==> config.mk <==
export PLATFORM = sky130hd
export DESIGN_NAME = conv2d_stream_engine
export DESIGN_NICKNAME = d
export VERILOG_FILES = /design/src/rtl/conv_pkg.sv /design/src/rtl/conv_mac_acc.sv /design/src/rtl/conv2d_stream_engine.sv
export SDC_FILE = /design/constraint.sdc
export NUM_CORES = 2
export LEC_CHECK = 0
export ABC_CLOCK_PERIOD_IN_PS = 15650
export BUFFER_PORTS_ARGS = -buffer_cell sky130_fd_sc_hd__buf_2
export CORE_MARGIN = 1
export CORE_UTILIZATION = 50
export CTS_CLUSTER_DIAMETER = 200
export DETAILED_ROUTE_END_ITERATION = 6
export HOLD_SLACK_MARGIN = 0.12
export PLACE_DENSITY_LB_ADDON = 0.08
export SYNTH_ARGS = -nofsm -noshare
export SYNTH_HDL_FRONTEND = slang
export SYNTH_SLANG_ARGS = --single-unit
==> constraint.sdc <==
create_clock -name clk -period 15.65 [get_ports clk]
set_input_delay 2.3475 -clock clk [delete_from_list [all_inputs] [get_ports clk]]
set_output_delay 2.3475 -clock clk [all_outputs]
set_load 0.01 [all_outputs]
==> src/rtl/conv_pkg.sv <==
`default_nettype none
// ============================================================================
// conv_pkg : shared types and helpers for the 2-D convolution stream engine
// Rev 1.0
// ============================================================================
package conv_pkg;

  typedef enum logic [2:0] {
    IDLE   = 3'd0,
    LOAD_K = 3'd1,
    MAC    = 3'd2,
    OUT    = 3'd3,
    DONE   = 3'd4
  } conv_state_e;

  // Wide enough for any accumulator the engine is built with.
  localparam int SAT_W = 64;

  function automatic int out_dim(input int in_sz, input int k, input int stride);
    return (in_sz - k) / stride + 1;
  endfunction

  // Floor shift by frac_w, then clamp into a signed data_w-bit range.
  function automatic logic signed [SAT_W-1:0] sat_shift(
    input logic signed [SAT_W-1:0] acc,
    input int                      frac_w,
    input int                      data_w
  );
    logic signed [SAT_W-1:0] sh;
    logic signed [SAT_W-1:0] hi;
    logic signed [SAT_W-1:0] lo;
    logic signed [SAT_W-1:0] res;
    sh = acc >>> frac_w;
    hi = (64'sd1 <<< (data_w - 1)) - 64'sd1;
    lo = -(64'sd1 <<< (data_w - 1));
    if (sh > hi) begin
      res = hi;
    end else if (sh < lo) begin
      res = lo;
    end else begin
      res = sh;
    end
    return res;
  endfunction

endpackage
`default_nettype wire

==> src/rtl/conv_mac_acc.sv <==
`default_nettype none
// ============================================================================
// conv_mac_acc : signed multiply-accumulate with shift/saturate output
// Rev 1.0
// ============================================================================
module conv_mac_acc
  import conv_pkg::*;
#(
  parameter int DATA_W = 16,
  parameter int ACC_W  = 40,
  parameter int FRAC_W = 0
) (
  input  logic                     clk,
  input  logic                     rst,
  input  logic                     clear,
  input  logic                     en,
  input  logic signed [DATA_W-1:0] sample,
  input  logic signed [DATA_W-1:0] coef,
  output logic signed [DATA_W-1:0] result
);

  logic signed [2*DATA_W-1:0] prod;
  logic signed [ACC_W-1:0]    acc;

  assign prod = sample * coef;

  always_ff @(posedge clk) begin
    if (rst || clear) begin
      acc <= '0;
    end else if (en) begin
      acc <= acc + ACC_W'(prod);
    end
  end

  assign result = DATA_W'(sat_shift(SAT_W'(acc), FRAC_W, DATA_W));

endmodule
`default_nettype wire

==> src/rtl/conv2d_stream_engine.sv <==
`default_nettype none
// ============================================================================
// conv2d_stream_engine : sequential 2-D convolution, one MAC, raster output
// Rev 1.0
// ============================================================================
module conv2d_stream_engine
  import conv_pkg::*;
#(
  parameter int DATA_W = 16,
  parameter int ACC_W  = 40,
  parameter int IN_H   = 227,
  parameter int IN_W   = 227,
  parameter int K      = 11,
  parameter int STRIDE = 4,
  parameter int FRAC_W = 0
) (
  input  logic                          clk,
  input  logic                          rst,
  input  logic                          start,
  output logic                          busy,
  output logic                          done,
  output logic [$clog2(K*K)-1:0]        k_addr,
  output logic                          k_rd,
  input  logic signed [DATA_W-1:0]      k_data,
  output logic [$clog2(IN_H*IN_W)-1:0]  in_addr,
  output logic                          in_rd,
  input  logic signed [DATA_W-1:0]      in_data,
  output logic                          out_valid,
  input  logic                          out_ready,
  output logic signed [DATA_W-1:0]      out_data
);

  localparam int KK    = K * K;
  localparam int KA_W  = $clog2(KK);
  localparam int IA_W  = $clog2(IN_H * IN_W);
  localparam int CNT_W = $clog2(KK + 1);
  localparam int MN_W  = (K > 1) ? $clog2(K) : 1;
  localparam int OUT_H = out_dim(IN_H, K, STRIDE);
  localparam int OUT_W = out_dim(IN_W, K, STRIDE);
  localparam int I_W   = (OUT_H > 1) ? $clog2(OUT_H) : 1;
  localparam int J_W   = (OUT_W > 1) ? $clog2(OUT_W) : 1;

  conv_state_e state, next_state;

  logic [CNT_W-1:0]        cnt;
  logic [MN_W-1:0]         m, n;
  logic [I_W-1:0]          i;
  logic [J_W-1:0]          j;
  logic [KA_W-1:0]         kidx_d;
  logic                    k_rd_d, in_rd_d;
  logic signed [DATA_W-1:0] kreg [KK];
  logic                    phase_end, last_pix;
  int                      row, col, lin;

  assign phase_end = (cnt == CNT_W'(KK));
  assign last_pix  = (i == I_W'(OUT_H - 1)) && (j == J_W'(OUT_W - 1));

  always_comb begin
    next_state = state;
    busy       = (state != IDLE);
    done       = 1'b0;
    k_rd       = 1'b0;
    in_rd      = 1'b0;
    out_valid  = 1'b0;
    case (state)
      IDLE:   if (start) next_state = LOAD_K;
      LOAD_K: begin
        k_rd = !phase_end;
        if (phase_end) next_state = MAC;
      end
      MAC: begin
        in_rd = !phase_end;
        if (phase_end) next_state = OUT;
      end
      OUT: begin
        out_valid = 1'b1;
        if (out_ready) next_state = last_pix ? DONE : MAC;
      end
      DONE: begin
        done       = 1'b1;
        next_state = IDLE;
      end
      default: next_state = IDLE;
    endcase
  end

  // Addresses idle at zero whenever the matching strobe is low.
  always_comb begin
    row     = int'(i) * STRIDE + int'(m);
    col     = int'(j) * STRIDE + int'(n);
    lin     = row * IN_W + col;
    k_addr  = k_rd  ? KA_W'(cnt) : '0;
    in_addr = in_rd ? IA_W'(lin) : '0;
  end

  always_ff @(posedge clk) begin
    if (rst) begin
      state   <= IDLE;
      cnt     <= '0;
      m       <= '0;
      n       <= '0;
      i       <= '0;
      j       <= '0;
      kidx_d  <= '0;
      k_rd_d  <= 1'b0;
      in_rd_d <= 1'b0;
      for (int idx = 0; idx < KK; idx++) kreg[idx] <= '0;
    end else begin
      state   <= next_state;
      k_rd_d  <= k_rd;
      in_rd_d <= in_rd;
      kidx_d  <= KA_W'(cnt);
      if (k_rd_d) kreg[kidx_d] <= k_data;

      // Phase counter and window offsets restart on every state change.
      if (state != next_state) begin
        cnt <= '0;
        m   <= '0;
        n   <= '0;
      end else if (state == LOAD_K || state == MAC) begin
        cnt <= cnt + 1'b1;
        if (n == MN_W'(K - 1)) begin
          n <= '0;
          m <= m + 1'b1;
        end else begin
          n <= n + 1'b1;
        end
      end

      if (state == IDLE) begin
        i <= '0;
        j <= '0;
      end else if (state == OUT && out_ready) begin
        if (j == J_W'(OUT_W - 1)) begin
          j <= '0;
          i <= (i == I_W'(OUT_H - 1)) ? '0 : i + 1'b1;
        end else begin
          j <= j + 1'b1;
        end
      end
    end
  end

  conv_mac_acc #(
    .DATA_W (DATA_W),
    .ACC_W  (ACC_W),
    .FRAC_W (FRAC_W)
  ) u_mac (
    .clk    (clk),
    .rst    (rst),
    .clear  ((state != MAC) && (next_state == MAC)),
    .en     (in_rd_d),
    .sample (in_data),
    .coef   (kreg[kidx_d]),
    .result (out_data)
  );

endmodule
`default_nettype wire

* Word-level counts from Yosys, hierarchy flattened *
Memory sizes are Yosys's and may differ from the RTL's. A register that Yosys moved wholly into a read port is not among the register bits.
Index checks and enable logic that the tools add are counted.

storage, ports and cells
  flip-flop bits (word level) = 79
  memory bits (writable) = 1936
  memories kept = 1

memories
  name  words  bits a word  read ports  clocked after Yosys merged registers in  write ports  RTL line                    RTL
  kreg  121    16           1           1                                        121          conv2d_stream_engine.sv:51  logic signed [DATA_W-1:0] kreg [KK];

operators by class
  eq/ne operators = 11
  $add $sub $neg = 9
  multiply operators = 2
  magnitude comparators = 2
  multiplexer cells = 26
  reduce and logical (&&, ||, !) cells = 13

operators by type and width
  operator                                                          count
  2-to-1 mux 16 bit                                                 4
  adder 40 x 32 -> 40 bit                                           1
  greater-than comparator 40 x 16 -> 1 bit (second input constant)  1
  < comparator 40 x 16 -> 1 bit (second input constant)             1
  multiplier 16 x 16 -> 32 bit                                      1
  2-to-1 mux 7 bit                                                  3
  adder 8 x 4 -> 9 bit                                              2
  adder 16 x 9 -> 16 bit                                            1
  multiplier 9 x 8 -> 16 bit (second input constant)                1
  OR reduction 16 bit                                               1
  2-to-1 mux 3 bit                                                  5
  adder 6 x 1 -> 6 bit (second input constant)                      2
  == test 6 bit (second input constant)                             2
  2-to-1 mux 6 bit                                                  2
  case mux 3 bit (4 select lines)                                   1
  2-to-1 mux 1 bit                                                  10
  == test 3 x 2 -> 1 bit (second input constant)                    3
  adder 4 x 1 -> 4 bit (second input constant)                      2
  adder 7 x 1 -> 7 bit (second input constant)                      1
  == test 7 bit (second input constant)                             1
  == test 4 bit (second input constant)                             1
  2-to-1 mux 4 bit                                                  1
  AND reduction 2 bit                                               2
  OR reduction 2 bit                                                2
  other kinds (9)                                                   12

* Longest topological paths before layout *
  word-level depth = 8
  depth in mapped cells = 42
  depth with buffers taken out = 35

* By module *
Synthesis repeated with hierarchy kept, for this count alone.

unflattened totals
  cell total of the unflattened synthesis = 8637
  area total of the unflattened synthesis = 112206.4 µm²

modules (own cells, without submodules)
  module                cells each  instances  area each (µm²)
  conv2d_stream_engine  7061        1          98011.5
  conv_mac_acc          1576        1          14194.9

* Worst setup path before layout *
No wires, ideal clock.

  path type = input-to-reg
  start point = in in_data[15]
  end point = reg u_mac.acc[37]
  buffers on the path = 2
  slack = 7166 ps
  data arrival time = 8357 ps
  stages on the path = 24
  data required time = 15522 ps
  path through = clkbuf_1 -> nand2_1 -> fa_1 -> fa_1 -> inv_1 -> fa_1 -> inv_1 -> fa_1 -> fa_1 -> fa_1 -> inv_1 -> ha_1 -> clkbuf_1 -> o21a_1 -> o21ai_0 -> o21bai_1 -> o21bai_1 -> a21o_1 -> o21a_1 -> or4_1 -> o311ai_0 -> xnor2_1 -> mux2i_1 -> nor2_1

between the ends
  cells in the longest elaborated chain, start to end = 2

RTL lines
  item                          RTL line                    RTL
  start: declaration            conv2d_stream_engine.sv:27  input logic signed [DATA_W-1:0] in_data,
  multiplier 16 x 16 -> 32 bit  conv_mac_acc.sv:25          assign prod = sample * coef;
  adder 40 x 32 -> 40 bit       conv_mac_acc.sv:31          acc <= acc + ACC_W'(prod);
  end signal: assignment        conv_mac_acc.sv:31
  end: declaration              conv_mac_acc.sv:23          logic signed [ACC_W-1:0] acc;

Every way passes these cells.
A chain may end at the register's enable or synchronous reset.

==> reports/metrics.csv <==
stage;metric;value;unit
outcome;status;complete, but fails checks;
outcome;violated checks;design-rule violations, max-slew violations;
placed_design;Port Buffer Count;79;
sta;number of hold violations in the final report;0;
sta;count of endpoints failing setup in the final report;0;
placed_design;Setup WS pre-CTS;4280;ps
yosys;number of enable flip-flop cells after synthesis;2048;
power_and_ir_drop;Cell Pwr Density;142;nW/um2
cts;total clock buffers created by CTS;224;
yosys;area fraction in and, or, nand and nor cells after synthesis;16.5;%
grt;pin count of the biggest net entering global routing;98;
cts;total of cells resized after clock tree synthesis;0;
final_layout;post-route core utilization;55.0;%
sta;Final WS setup;3930;ps
yosys;fraction of synthesized area in multiplexers;0.765;%
sta;Slew headroom;-10.1;%
cts;number of post-CTS setup repair buffers;0;
routing;number of optimization iterations in the first detailed-route pass;7;
final_layout;final-stage net count;8764;
cts;number of hold-repair buffers added at the cts stage;0;
placed_design;DP Area;110000;um2
routing;routed vias;69900;
yosys;yosys synthesis warning count;0;
yosys;number of distinct library cells after synthesis;85;
cts;Clock Path Buffers;3;
cts;TritonCTS clock tree;done;
final_layout;fillers;17500;
placed_design;placed wire-length estimate;214000;um
yosys;most numerous cell in the Yosys netlist;sky130_fd_sc_hd__edfxtp_1;
grt;overall global routing resource usage;33.1;%
critical_path;required time of the critical path;16460;ps
final_layout;final cell count without fillers;11200;
yosys;share of synthesized area occupied by flip-flops and latches;59.1;%
yosys;post-synthesis register bit count;2127;
yosys;adder and majority cell fraction of the synthesized area;8.81;%
power_and_ir_drop;total design power;16.6;mW
cts;buffer type at the clock tree root;sky130_fd_sc_hd__clkbuf_16;
yosys;Synth Area in Compound Gates;9.85;%
placed_design;Routability Congestion;0.909;
critical_path;depth of the worst register-to-register path;35;
yosys;Commonest cells post-synth;2048 x sky130_fd_sc_hd__edfxtp_1, 2044 x sky130_fd_sc_hd__and2_1, 624 x sky130_fd_sc_hd__a22oi_1;
yosys;Post-Synthesis Net Count;8906;
yosys;Synth area leader;sky130_fd_sc_hd__edfxtp_1;
placed_design;total placed cells including tap cells;10800;
critical_path;slack of the worst reg-to-reg path;3930;ps
grt;first-pass GRT wire length;511000;um
sta;post-route setup TNS;0;ps
cts;clock insertion delay at the later pin of the skew report;890;ps
sta;Clock Skew;38.0;ps
sta;setup repair after global routing missed its margin;no;
final_layout;Syn-to-layout area delta;9.40;%
yosys;syn avg cell area;12.8;um2
routing;post-DR vias/cell;6.23;
routing;residual DRC count;30;
power_and_ir_drop;reported leakage power;44.0;nW
yosys;XOR/XNOR share of the synthesized area;0.632;%
critical_path;startpoint kind of the worst setup timing path;flip-flop;
floorplan;core region area;212000;um2
worst_hold_path;cell depth of the worst min-delay path;2;
sta;maximum achievable frequency;85.3;MHz
critical_path;maximum fanout along the worst path;61;
yosys;commonest register cell after synthesis;sky130_fd_sc_hd__edfxtp_1;
routing;DRC marker count from the first detailed-route iteration;8940;
sta;actual transition at the worst max-transition pin;1650;ps
yosys;top cell type's share of synthesized area;57.6;%
sta;Final Cycle Share;74.9;%
final_layout;layout cell share with drive strength beyond 1;9.74;%
cts;number of clock sinks;2127;
floorplan;number of cell rows;169;
sta;count of final max-slew check failures;1;
routing;total routed wirelength;358000;um
job;count of maximum capacitance violations;0;
routing;ANT nets after route;0;
critical_path;CP Capture Type;flip-flop;
final_layout;post-route design area;117000;um2
floorplan;die area;215000;um2
critical_path;largest stage delay on the critical path;750;ps
critical_path;cell type of the slowest stage on the worst timing path;sky130_fd_sc_hd__nand3_1;
grt;vias in the first global route;69000;
yosys;area of the mapped netlist;107000;um2
critical_path;endpoint arrival time on the critical path;12530;ps
routing;Wirelength per Cell;31.9;um
sta;shortest period the worst path allows;11720;ps
critical_path;Worst Setup Path Type;reg -> reg;
sta;Hold WS;502;ps
grt;residual overflow from global routing;0;
floorplan;horizontal die dimension;464;um
critical_path;capturing point of the worst reg2reg path;u_mac.acc[36];
critical_path;source of the worst register-to-register timing path;kidx_d[0];
power_and_ir_drop;IR Drop Worst-Case VDD;0.225;mV
cts;clock slew seen by the registers of the worst setup and hold paths;60;ps
yosys;dominant cells by area after synthesis;sky130_fd_sc_hd__edfxtp_1 58%, sky130_fd_sc_hd__and2_1 12%, sky130_fd_sc_hd__fa_1 6.7%, sky130_fd_sc_hd__a22oi_1 4.4%, sky130_fd_sc_hd__ha_1 2.1%;
yosys;synthesized netlist cell count;8332;
cts;number of H-tree branching levels;4;
floorplan;Initial Utilization;50.3;%
worst_hold_path;Hold Path Sink;n[3];
floorplan;Die H;464;um
yosys;ys async rst share;0;%
worst_hold_path;class of the tightest hold or removal check;reg -> reg;
grt;antenna violations before repair;24;
worst_hold_path;start point of the worst min-delay path;n[3];
floorplan;Top Ports;80;
critical_path;library cell appearing most often on the critical path;sky130_fd_sc_hd__fa_1;
yosys;largest family of logic cells by synthesized area;simple AND/OR/NAND/NOR gates;
[layer usage]
layer  vias to the layer above  GRT usage (%)  part of all wire [%]
met5                         -              0                 0.016
met4                        10           12.2                   4.1
met3                       592           7.63                    11
met2                      3741           50.6                    45
met1                     36000           46.1                    40
li1                      29500              -                     -
[layout by cell type, fill, tap and decap left out, types with 62 or more instances in the layout]
master                      instances
sky130_fd_sc_hd__clkbuf_1          75
sky130_fd_sc_hd__clkbuf_16        227
sky130_fd_sc_hd__dfxtp_1           72
sky130_fd_sc_hd__o21ai_0           65
sky130_fd_sc_hd__nor2_1           269
sky130_fd_sc_hd__nand4_1           97
sky130_fd_sc_hd__nand2_1          217
sky130_fd_sc_hd__edfxtp_1        2048
sky130_fd_sc_hd__a22o_1           162
sky130_fd_sc_hd__a21oi_1           90
sky130_fd_sc_hd__mux2i_1           68
sky130_fd_sc_hd__a221oi_1         168
sky130_fd_sc_hd__a31oi_1          110
sky130_fd_sc_hd__a22oi_1          624
sky130_fd_sc_hd__fa_1             355
sky130_fd_sc_hd__or2_2            126
sky130_fd_sc_hd__ha_1             183
sky130_fd_sc_hd__and2_1          2043
sky130_fd_sc_hd__nor2b_1           67
sky130_fd_sc_hd__inv_1            428
sky130_fd_sc_hd__buf_4            239
sky130_fd_sc_hd__buf_2             62
[worst max-delay path by stage]
stage           startpoint       endpoint  slack (ps)  cells after the start
6_report         kidx_d[0]  u_mac.acc[36]        3930                     35
3_5_place_dp     kidx_d[0]  u_mac.acc[36]        4280                     35
4_1_cts          kidx_d[0]  u_mac.acc[36]        4220                     35
2_1_floorplan  in_data[15]  u_mac.acc[37]        7170                     24
3_3_place_gp     kidx_d[0]  u_mac.acc[36]        4280                     35
5_1_grt          kidx_d[0]  u_mac.acc[39]        3740                     36
[state kept, by name, summed over array words and instances (netlist names)]
signal and count:
kreg 2048, kidx_d 7, k_rd_d 1, j 6, i 6, in_rd_d 1
n 4, state 3, cnt 7, u_mac.acc 40, m 4
[worst max-delay path: cells and delay by family, from the launching register on]
kind                     cells  cell delay [ps]
adder cells (fa/ha/maj)      7             3280
AO/OA/AOI/OAI               10             3080
AND/OR/NAND/NOR              8             2440
buffers and inverters        8             1820
flip-flops                   1              670
XOR/XNOR                     1              150
multiplexers                 1               80
[where the power goes]
group          leakage [nW]  internal (mW)  switching (mW)
Combinational          19.0           2.02            2.97
Sequential             21.6           6.39          0.0549
Clock                  3.36           2.87            2.30
[cell type report]
| cell class | instances | area, um2 | area share [%] |
|---|---|---|---|
| repair buffers | 319 | 2450 | 2.10 |
| clock buffers | 305 | 6000 | 5.14 |
| well taps | 2821 | 3530 | 3.02 |
| clock inverters | 107 | 897 | 0.768 |
| diodes | 10 | 25.0 | 0.0214 |
| multi-input cells | 5090 | 39100 | 33.5 |
| inverters | 428 | 1610 | 1.38 |
| flip-flops and latches | 2127 | 63100 | 54.0 |
[kinds of logic (layout without fill, tap and decap cells)]
| logic type | count (synthesis) | in the layout |
|---|---|---|
| xor gates and xnor gates | 77 | 77 |
| and+or+nand+nor | 3003 | 3003 |
| adders and majority gates | 538 | 538 |
| other | 0 | 10 |
| DFF | 2127 | 2127 |
| AOI/OAI and AO/OA | 1393 | 1393 |
| muxes | 79 | 79 |
| buffers and inverters | 1115 | 1159 |
Power figures use the tool's default switching activity.
